`config.mk`:
```
export PLATFORM = sky130hd
export DESIGN_NAME = snake_food_placer_flat
export DESIGN_NICKNAME = d
export VERILOG_FILES = /design/src/rtl/snake_pkg.sv /design/src/rtl/snake_food_placer_if.sv /design/src/rtl/snake_lfsr8.sv /design/src/rtl/snake_food_placer.sv /design/src/flat_wrapper.sv
export SDC_FILE = /design/constraint.sdc
export NUM_CORES = 1
export LEC_CHECK = 0
export CAP_MARGIN = 10
export CORE_ASPECT_RATIO = 0.5
export CORE_MARGIN = 3
export CORE_UTILIZATION = 25
export CTS_BUF_LIST = sky130_fd_sc_hd__clkbuf_4
export CTS_CLUSTER_DIAMETER = 100
export CTS_CLUSTER_SIZE = 20
export DETAILED_ROUTE_END_ITERATION = 10
export PLACE_DENSITY = 0.5
export SYNTH_ARGS = -nofsm -noshare
export SYNTH_HDL_FRONTEND = slang
export SYNTH_HIERARCHICAL = 1
export SYNTH_SLANG_ARGS = --single-unit
```
`constraint.sdc`:
```
create_clock -name i_Clk -period 10 [get_ports i_Clk]
set_clock_uncertainty 0.05 [all_clocks]
set_input_delay 2 -clock i_Clk [delete_from_list [all_inputs] [get_ports i_Clk]]
set_output_delay 2 -clock i_Clk [all_outputs]
set_load 0.01 [all_outputs]
```
`src/rtl/snake_pkg.sv`:
```
// Shared grid constants, placer state encoding and cell-index helpers for the snake game.
package snake_pkg;

  localparam int GRID_COLS  = 7;
  localparam int GRID_ROWS  = 6;
  localparam int N_CELLS    = GRID_COLS * GRID_ROWS;
  localparam int CELL_IDX_W = 6;

  localparam logic [7:0] LFSR_MASK = 8'hB8;

  typedef enum logic [1:0] {
    ST_IDLE,
    ST_SCAN,
    ST_RESULT
  } placer_state_t;

  typedef struct packed {
    logic [2:0] col;
    logic [2:0] row;
  } cell_pos_t;

  // Folds a free-running LFSR value onto 0..N_CELLS-1; only the low 6 bits matter.
  function automatic logic [CELL_IDX_W-1:0] lfsr_to_cell(input logic [7:0] lfsr);
    logic [CELL_IDX_W-1:0] raw;
    raw = lfsr[CELL_IDX_W-1:0];
    if (raw >= CELL_IDX_W'(N_CELLS)) lfsr_to_cell = raw - CELL_IDX_W'(N_CELLS);
    else                             lfsr_to_cell = raw;
  endfunction

  // Repeated subtraction instead of a divider; unrolls to GRID_ROWS compare/subtract steps.
  function automatic cell_pos_t idx_to_pos(input logic [CELL_IDX_W-1:0] idx);
    logic [CELL_IDX_W-1:0] rem;
    logic [2:0]            row;
    rem = idx;
    row = 3'd0;
    for (int i = 0; i < GRID_ROWS; i++) begin
      if (rem >= CELL_IDX_W'(GRID_COLS)) begin
        rem = rem - CELL_IDX_W'(GRID_COLS);
        row = row + 3'd1;
      end
    end
    idx_to_pos.col = rem[2:0];
    idx_to_pos.row = row;
  endfunction

endpackage

```
`src/rtl/snake_food_placer_if.sv`:
```
// Request/response bundle between the game-logic FSM (master) and the food placer (slave).
interface snake_food_placer_if;
  import snake_pkg::*;

  logic               i_Req;
  logic [N_CELLS-1:0] i_Body;
  logic               o_Busy;
  logic               o_Valid;
  logic               o_Full;
  logic [2:0]         o_Food_X;
  logic [2:0]         o_Food_Y;

  modport master (
    output i_Req, i_Body,
    input  o_Busy, o_Valid, o_Full, o_Food_X, o_Food_Y
  );

  modport slave (
    input  i_Req, i_Body,
    output o_Busy, o_Valid, o_Full, o_Food_X, o_Food_Y
  );

endinterface

```
`src/rtl/snake_lfsr8.sv`:
```
// 8-bit right-shifting Galois LFSR; shared by food and obstacle placement.
module snake_lfsr8
  import snake_pkg::*;
#(
  parameter logic [7:0] SEED = 8'hA5
) (
  input  logic       i_Clk,
  input  logic       i_Reset,
  input  logic       i_En,
  output logic [7:0] o_Lfsr
);

  always_ff @(posedge i_Clk) begin
    if (i_Reset)   o_Lfsr <= SEED;
    else if (i_En) o_Lfsr <= {1'b0, o_Lfsr[7:1]} ^ (o_Lfsr[0] ? LFSR_MASK : 8'h00);
  end

endmodule

```
`src/rtl/snake_food_placer.sv`:
```
// Picks a pseudo-random start cell and scans a snapshot of the body bitmap for the next free cell.
module snake_food_placer
  import snake_pkg::*;
#(
  parameter logic [7:0] LFSR_SEED = 8'hA5
) (
  input  logic                i_Clk,
  input  logic                i_Reset,
  snake_food_placer_if.slave  bus
);

  logic [7:0]            lfsr;
  logic [CELL_IDX_W-1:0] start_idx;
  cell_pos_t             start_pos;

  placer_state_t         state;
  logic [N_CELLS-1:0]    snap;
  logic [CELL_IDX_W-1:0] cursor;
  logic [CELL_IDX_W-1:0] checked;
  logic [2:0]            col;
  logic [2:0]            row;

  snake_lfsr8 #(.SEED(LFSR_SEED)) u_lfsr (
    .i_Clk   (i_Clk),
    .i_Reset (i_Reset),
    .i_En    (1'b1),
    .o_Lfsr  (lfsr)
  );

  assign start_idx = lfsr_to_cell(lfsr);
  assign start_pos = idx_to_pos(start_idx);

  always_ff @(posedge i_Clk) begin
    if (i_Reset) begin
      state        <= ST_IDLE;
      snap         <= '0;
      cursor       <= '0;
      checked      <= '0;
      col          <= '0;
      row          <= '0;
      bus.o_Busy   <= 1'b0;
      bus.o_Valid  <= 1'b0;
      bus.o_Full   <= 1'b0;
      bus.o_Food_X <= '0;
      bus.o_Food_Y <= '0;
    end else begin
      bus.o_Valid <= 1'b0;
      bus.o_Full  <= 1'b0;
      case (state)
        ST_IDLE: begin
          if (bus.i_Req) begin
            snap       <= bus.i_Body;
            cursor     <= start_idx;
            col        <= start_pos.col;
            row        <= start_pos.row;
            checked    <= '0;
            bus.o_Busy <= 1'b1;
            state      <= ST_SCAN;
          end
        end

        ST_SCAN: begin
          if (!snap[cursor]) begin
            bus.o_Food_X <= col;
            bus.o_Food_Y <= row;
            bus.o_Valid  <= 1'b1;
            state        <= ST_RESULT;
          end else if (checked == CELL_IDX_W'(N_CELLS - 1)) begin
            // This was the last unchecked cell, so the whole board is occupied.
            bus.o_Full <= 1'b1;
            state      <= ST_RESULT;
          end else begin
            checked <= checked + 1'b1;
            if (cursor == CELL_IDX_W'(N_CELLS - 1)) begin
              cursor <= '0;
              col    <= '0;
              row    <= '0;
            end else begin
              cursor <= cursor + 1'b1;
              if (col == 3'(GRID_COLS - 1)) begin
                col <= '0;
                row <= row + 3'd1;
              end else begin
                col <= col + 3'd1;
              end
            end
          end
        end

        ST_RESULT: begin
          bus.o_Busy <= 1'b0;
          state      <= ST_IDLE;
        end

        default: state <= ST_IDLE;
      endcase
    end
  end

endmodule

```
`src/flat_wrapper.sv`:
```
// flat-port wrapper written by rule: the top's interface ports become plain ports
module snake_food_placer_flat import snake_pkg::*;
#(
  parameter logic [7:0] LFSR_SEED = 8'hA5
)
  (i_Clk, i_Reset, bus_i_Req, bus_i_Body, bus_o_Busy, bus_o_Valid, bus_o_Full, bus_o_Food_X, bus_o_Food_Y);
  snake_food_placer_if bus_i ();
  input  logic i_Clk;
  input  logic i_Reset;
  input wire logic [$bits(bus_i.i_Req)-1:0] bus_i_Req;
  input wire logic [$bits(bus_i.i_Body)-1:0] bus_i_Body;
  output wire logic [$bits(bus_i.o_Busy)-1:0] bus_o_Busy;
  output wire logic [$bits(bus_i.o_Valid)-1:0] bus_o_Valid;
  output wire logic [$bits(bus_i.o_Full)-1:0] bus_o_Full;
  output wire logic [$bits(bus_i.o_Food_X)-1:0] bus_o_Food_X;
  output wire logic [$bits(bus_i.o_Food_Y)-1:0] bus_o_Food_Y;
  assign bus_i.i_Req = bus_i_Req;
  assign bus_i.i_Body = bus_i_Body;
  assign bus_o_Busy = bus_i.o_Busy;
  assign bus_o_Valid = bus_i.o_Valid;
  assign bus_o_Full = bus_i.o_Full;
  assign bus_o_Food_X = bus_i.o_Food_X;
  assign bus_o_Food_Y = bus_i.o_Food_Y;
  snake_food_placer #(.LFSR_SEED(LFSR_SEED)) u_core (.i_Clk(i_Clk), .i_Reset(i_Reset), .bus(bus_i));
endmodule
```
==> reports/summary.log, run 1 <==
qor: outcome.status finished clean
qor: final_layout.layout-drive-gt1-share 10.04%
qor: critical_path.cpPeakStageDelay 0.62 ns
qor: routing.routed_via_density 4.987
qor: sta.timing.final.setup_violations 0
qor: sta.max_freq 110.6 MHz
qor: synthesis.synth.distinct_cells 90
qor: synthesis.synthesis.yosys.warnings 6
qor: critical_path.kind_of_start_point_of_the_critical_path flip-flop
qor: synthesis.synth_compound_gate_area_share 23.10%
qor: clock_tree.cts_buffers 9
qor: clock_tree.insertion_delay 0.41 ns
qor: synthesis.syn-cell-area 5254 µm²
qor: synthesis.syn_area_per_cell 8.145 µm²
qor: synthesis.synth-main-ff-cell dfxtp_1
qor: pwr.netSwitchingFraction 47.99%
qor: critical_path.endpoint_type_of_the_worst_setup_path flip-flop
qor: routing.drt-pass1-iter-count 5
qor: min_path.hold_class flip-flop to flip-flop
qor: global_routing.grt_max_degree 79
qor: routing.total_wire_length_after_detailed_routing 13.23 mm
qor: placement.placement_setup_slack 0.9928 ns
qor: routing.antenna_violating_nets_post_route 0
qor: die.initial_core_util 26.21%
qor: die.design.die.area 22900 µm²
qor: synthesis.synth_mux_area_share 10.65%
qor: synthesis.synth-edff-count 0
qor: synthesis.flop_and_latch_count_out_of_synthesis 79
qor: clock_tree.cts_buffer_depth 2
qor: synthesis.seq_area_frac_synth 30.10%
qor: pwr.pwr-share-comb 73.8%
qor: synthesis.netlist.area_leader.share 30.10%
qor: final_layout.finish.cell_count_without_fillers 944
qor: global_routing.grt-ovfl-total 0
qor: synthesis.yosys.area_share.xor_xnor 4.525%
qor: critical_path.required 10.30 ns
qor: synthesis.async_set_or_reset_flop_fraction_in_the_synthesized_netlist 0%
qor: flow_run.cap_violations 0
qor: sta.finalCriticalPeriod 9.043 ns
qor: final_layout.design.final.nets 736
qor: final_layout.most_common_cell_after_layout_fill_and_taps_aside nand2_1
qor: clock_tree.clkSinkCount 79
qor: global_routing.initial_antenna_violation_count 1
qor: pwr.power.sequential.fraction 19.1%
qor: sta.final.setup.tns 0 ns
qor: clock_tree.post-cts-setup-buffer-count 0
qor: global_routing.first_global_vias 4416
qor: critical_path.maximum_fanout_count_along_the_critical_path 18
qor: placement.inst_count_dp 929
qor: die.floorplan.die.height 108.5 µm
qor: sta.finalWorstSetupSlack 0.9570 ns
qor: pwr.powerDensity 352.6 nW/µm²
qor: synthesis.post_synth_main_area_contributors dfxtp_1 30%, nand2_1 8.1%, a21oi_1 6.8%
qor: pwr.power_frac_clock 7.2%
qor: critical_path.critical_path_class flip-flop to flip-flop
qor: placement.hpwl 9.615 mm
qor: final_layout.syn_to_final_growth 15.27%
qor: synthesis.yosys.area.top_type dfxtp_1
qor: critical_path.critical_path.most_common_cell ha_1
qor: clock_tree.h_tree_lvls 3
qor: pwr.power_report.internal_total 0.001110 W
qor: pwr.static-leakage-power 2.246 nW
qor: sta.worst_pin_slew 1.038 ns
qor: clock_tree.post_cts_hold_buffer_count 0
qor: global_routing.total_track_usage 11.67%
qor: die.num_io_pins 54
qor: final_layout.final.fill_count 2144
qor: clock_tree.clk_root_buffer_cell clkbuf_4
qor: clock_tree.cts_tree yes
qor: placement.routability_driven_placement_congestion_ratio 0.8045
qor: synthesis.gate_count_of_the_mapped_netlist 645
qor: clock_tree.post_cts.resized_instances 0
qor: routing.num_vias 4708
qor: global_routing.grt_first_pass_wirelength 22.05 mm
qor: routing.route.detailed.wl_per_inst 14.02 µm
qor: synthesis.synth_adder_area_share 4.049%
qor: sta.final_count_of_pins_violating_max_slew 0
qor: die.fp.dieW 211.0 µm
qor: pwr.report.power.total 0.002135 W
qor: pwr.total_switching_power 0.001025 W
qor: critical_path.critical_path_arrival 9.35 ns
qor: final_layout.layout.cells.most_common_list 114 x nand2_1, 79 x dfxtp_1, 71 x a21oi_1
qor: die.fp-row-count 36
qor: die.core_region_area 20040 µm²
qor: synthesis.synth_simple_gate_area_share 22.41%
qor: clock_tree.clkTransAtPathRegs 0.12 ns
qor: sta.final.period_utilization 90.43%
qor: routing.drcViolationCount 0
qor: critical_path.cpMaxStageDelayCell nor4b_4
qor: sta.rsz_0062_raised_after_global_routing no
qor: placement.port-buffer-count 53
qor: synthesis.main_combinational_cell_family_by_area_after_synthesis compound AO/OA/AOI/OAI gates
qor: routing.drt_iter0_markers 291
qor: pwr.worst_ir_drop_vdd 0.2847 mV
qor: sta.final-hold-violation-count 0
qor: sta.max_slew_margin 30.36%
qor: final_layout.utilization 30.21%
-- metal layers --
layer  GRT usage (%)  routed length, µm  vias up
met5               0                  0        -
met4           2.721                121        0
met3           1.681                424        9
met2           18.90               5968       96
met1           16.48               6717     2219
li1                -                  -     2384
-- worst max-delay path, delay by kind of cell (launching register included) --
kind,cells,cell delay (ns)
XOR/XNOR,1,0.30
multiplexers,3,1.18
buffers and inverters,5,0.54
AO/OA/AOI/OAI,12,2.75
flip-flops,1,0.61
AND/OR/NAND/NOR,7,1.89
adder cells (fa/ha/maj),6,1.67
-- Yosys cell counts, drive strengths merged (3+ instances only) --
| library cell | number |
|---|---|
| nand2 | 114 |
| nand3b | 3 |
| a32oi | 4 |
| or2 | 4 |
| xor2 | 7 |
| nor4b | 3 |
| buf | 11 |
| clkbuf | 27 |
| nand4 | 7 |
| o21ai | 25 |
| dfxtp | 79 |
| a211oi | 12 |
| nor2b | 7 |
| a31oi | 7 |
| inv | 25 |
| xnor2 | 15 |
| a21o | 4 |
| mux4 | 12 |
| nor3 | 19 |
| a22oi | 3 |
| a21oi | 72 |
| nor4 | 4 |
| nand2b | 4 |
| mux2 | 9 |
| and3 | 8 |
| ha | 17 |
| and2 | 7 |
| a211o | 5 |
| mux2i | 18 |
| nor2 | 43 |
| nand3 | 14 |
| o21bai | 3 |
| o21a | 3 |
| o211ai | 6 |
-- flip-flops by register name, summed over array words and instances, names as in the netlist, 2 cells and up --
register	cells
u_core/snap	42
u_core/u_lfsr/o_Lfsr	8
u_core/checked	6
u_core/cursor	6
u_core/bus.o_Food_X	3
u_core/bus.o_Food_Y	3
u_core/col	3
u_core/row	3
u_core/state	2
-- cell families (layout without fill, tap and decap cells) --
kind of cell             count (synthesis)  count (layout)
AND/OR/NAND/NOR                        247             247
AO/OA/AOI/OAI                          175             175
flip-flops                              79              79
buffers and inverters                   63              94
multiplexers                            39              39
XOR/XNOR                                24              24
adder cells (fa/ha/maj)                 17              17
other                                    1               3
-- cell type report --
type / instances / area, µm² / area share [%]
Multi-Input combinational cell: 504 / 3410 / 56.30
Sequential cell: 79 / 1582 / 26.12
Timing Repair Buffer: 55 / 540.5 / 8.926
Tap cell: 266 / 332.8 / 5.496
Inverter: 25 / 93.84 / 1.550
Clock buffer: 11 / 82.58 / 1.364
Clock inverter: 3 / 12.51 / 0.2066
Antenna cell: 1 / 2.502 / 0.04132
-- stage by stage --
stage | hold WS, ns | cell area (µm²)
floorplan | 0.3831 | 5258
global placement | 0.3906 | 5958
detailed placement | 0.3966 | 5958
CTS | 0.4123 | 6053
global route | 0.4260 | 6056
finish | 0.4102 | 6056
-- path summary, 6_finish.rpt --
check               endpoint                     from  slack, ns  cells past startpoint
max reg2reg    u_core/row[2]  u_core/u_lfsr/o_Lfsr[2]       0.96                     34
max            u_core/row[2]  u_core/u_lfsr/o_Lfsr[2]       0.96                     34
min reg2reg  u_core/snap[39]          u_core/snap[39]       0.41                      2
min          u_core/snap[39]          u_core/snap[39]       0.41                      2
-- power groups by stage --
stage | Combinational (W) | Sequential [W] | Clock (W)
5_1_grt | 0.00176 | 0.000414 | 0.000174
3_5_place_dp | 0.00156 | 0.000415 | 0
3_3_place_gp | 0.00155 | 0.000415 | 0
2_1_floorplan | 0.00129 | 0.000383 | 0
6_report | 0.00158 | 0.000407 | 0.000153
4_1_cts | 0.00157 | 0.000408 | 0.000163
(Power assumes the default switching activity.)
==> run 2: changes to the inputs <==
Settings changed: CAP_MARGIN 10 to not set, CTS_CLUSTER_DIAMETER 100 to 80.
==> results of run 2 <==
Final layout, timing and power as in run 1 (identical DEF).
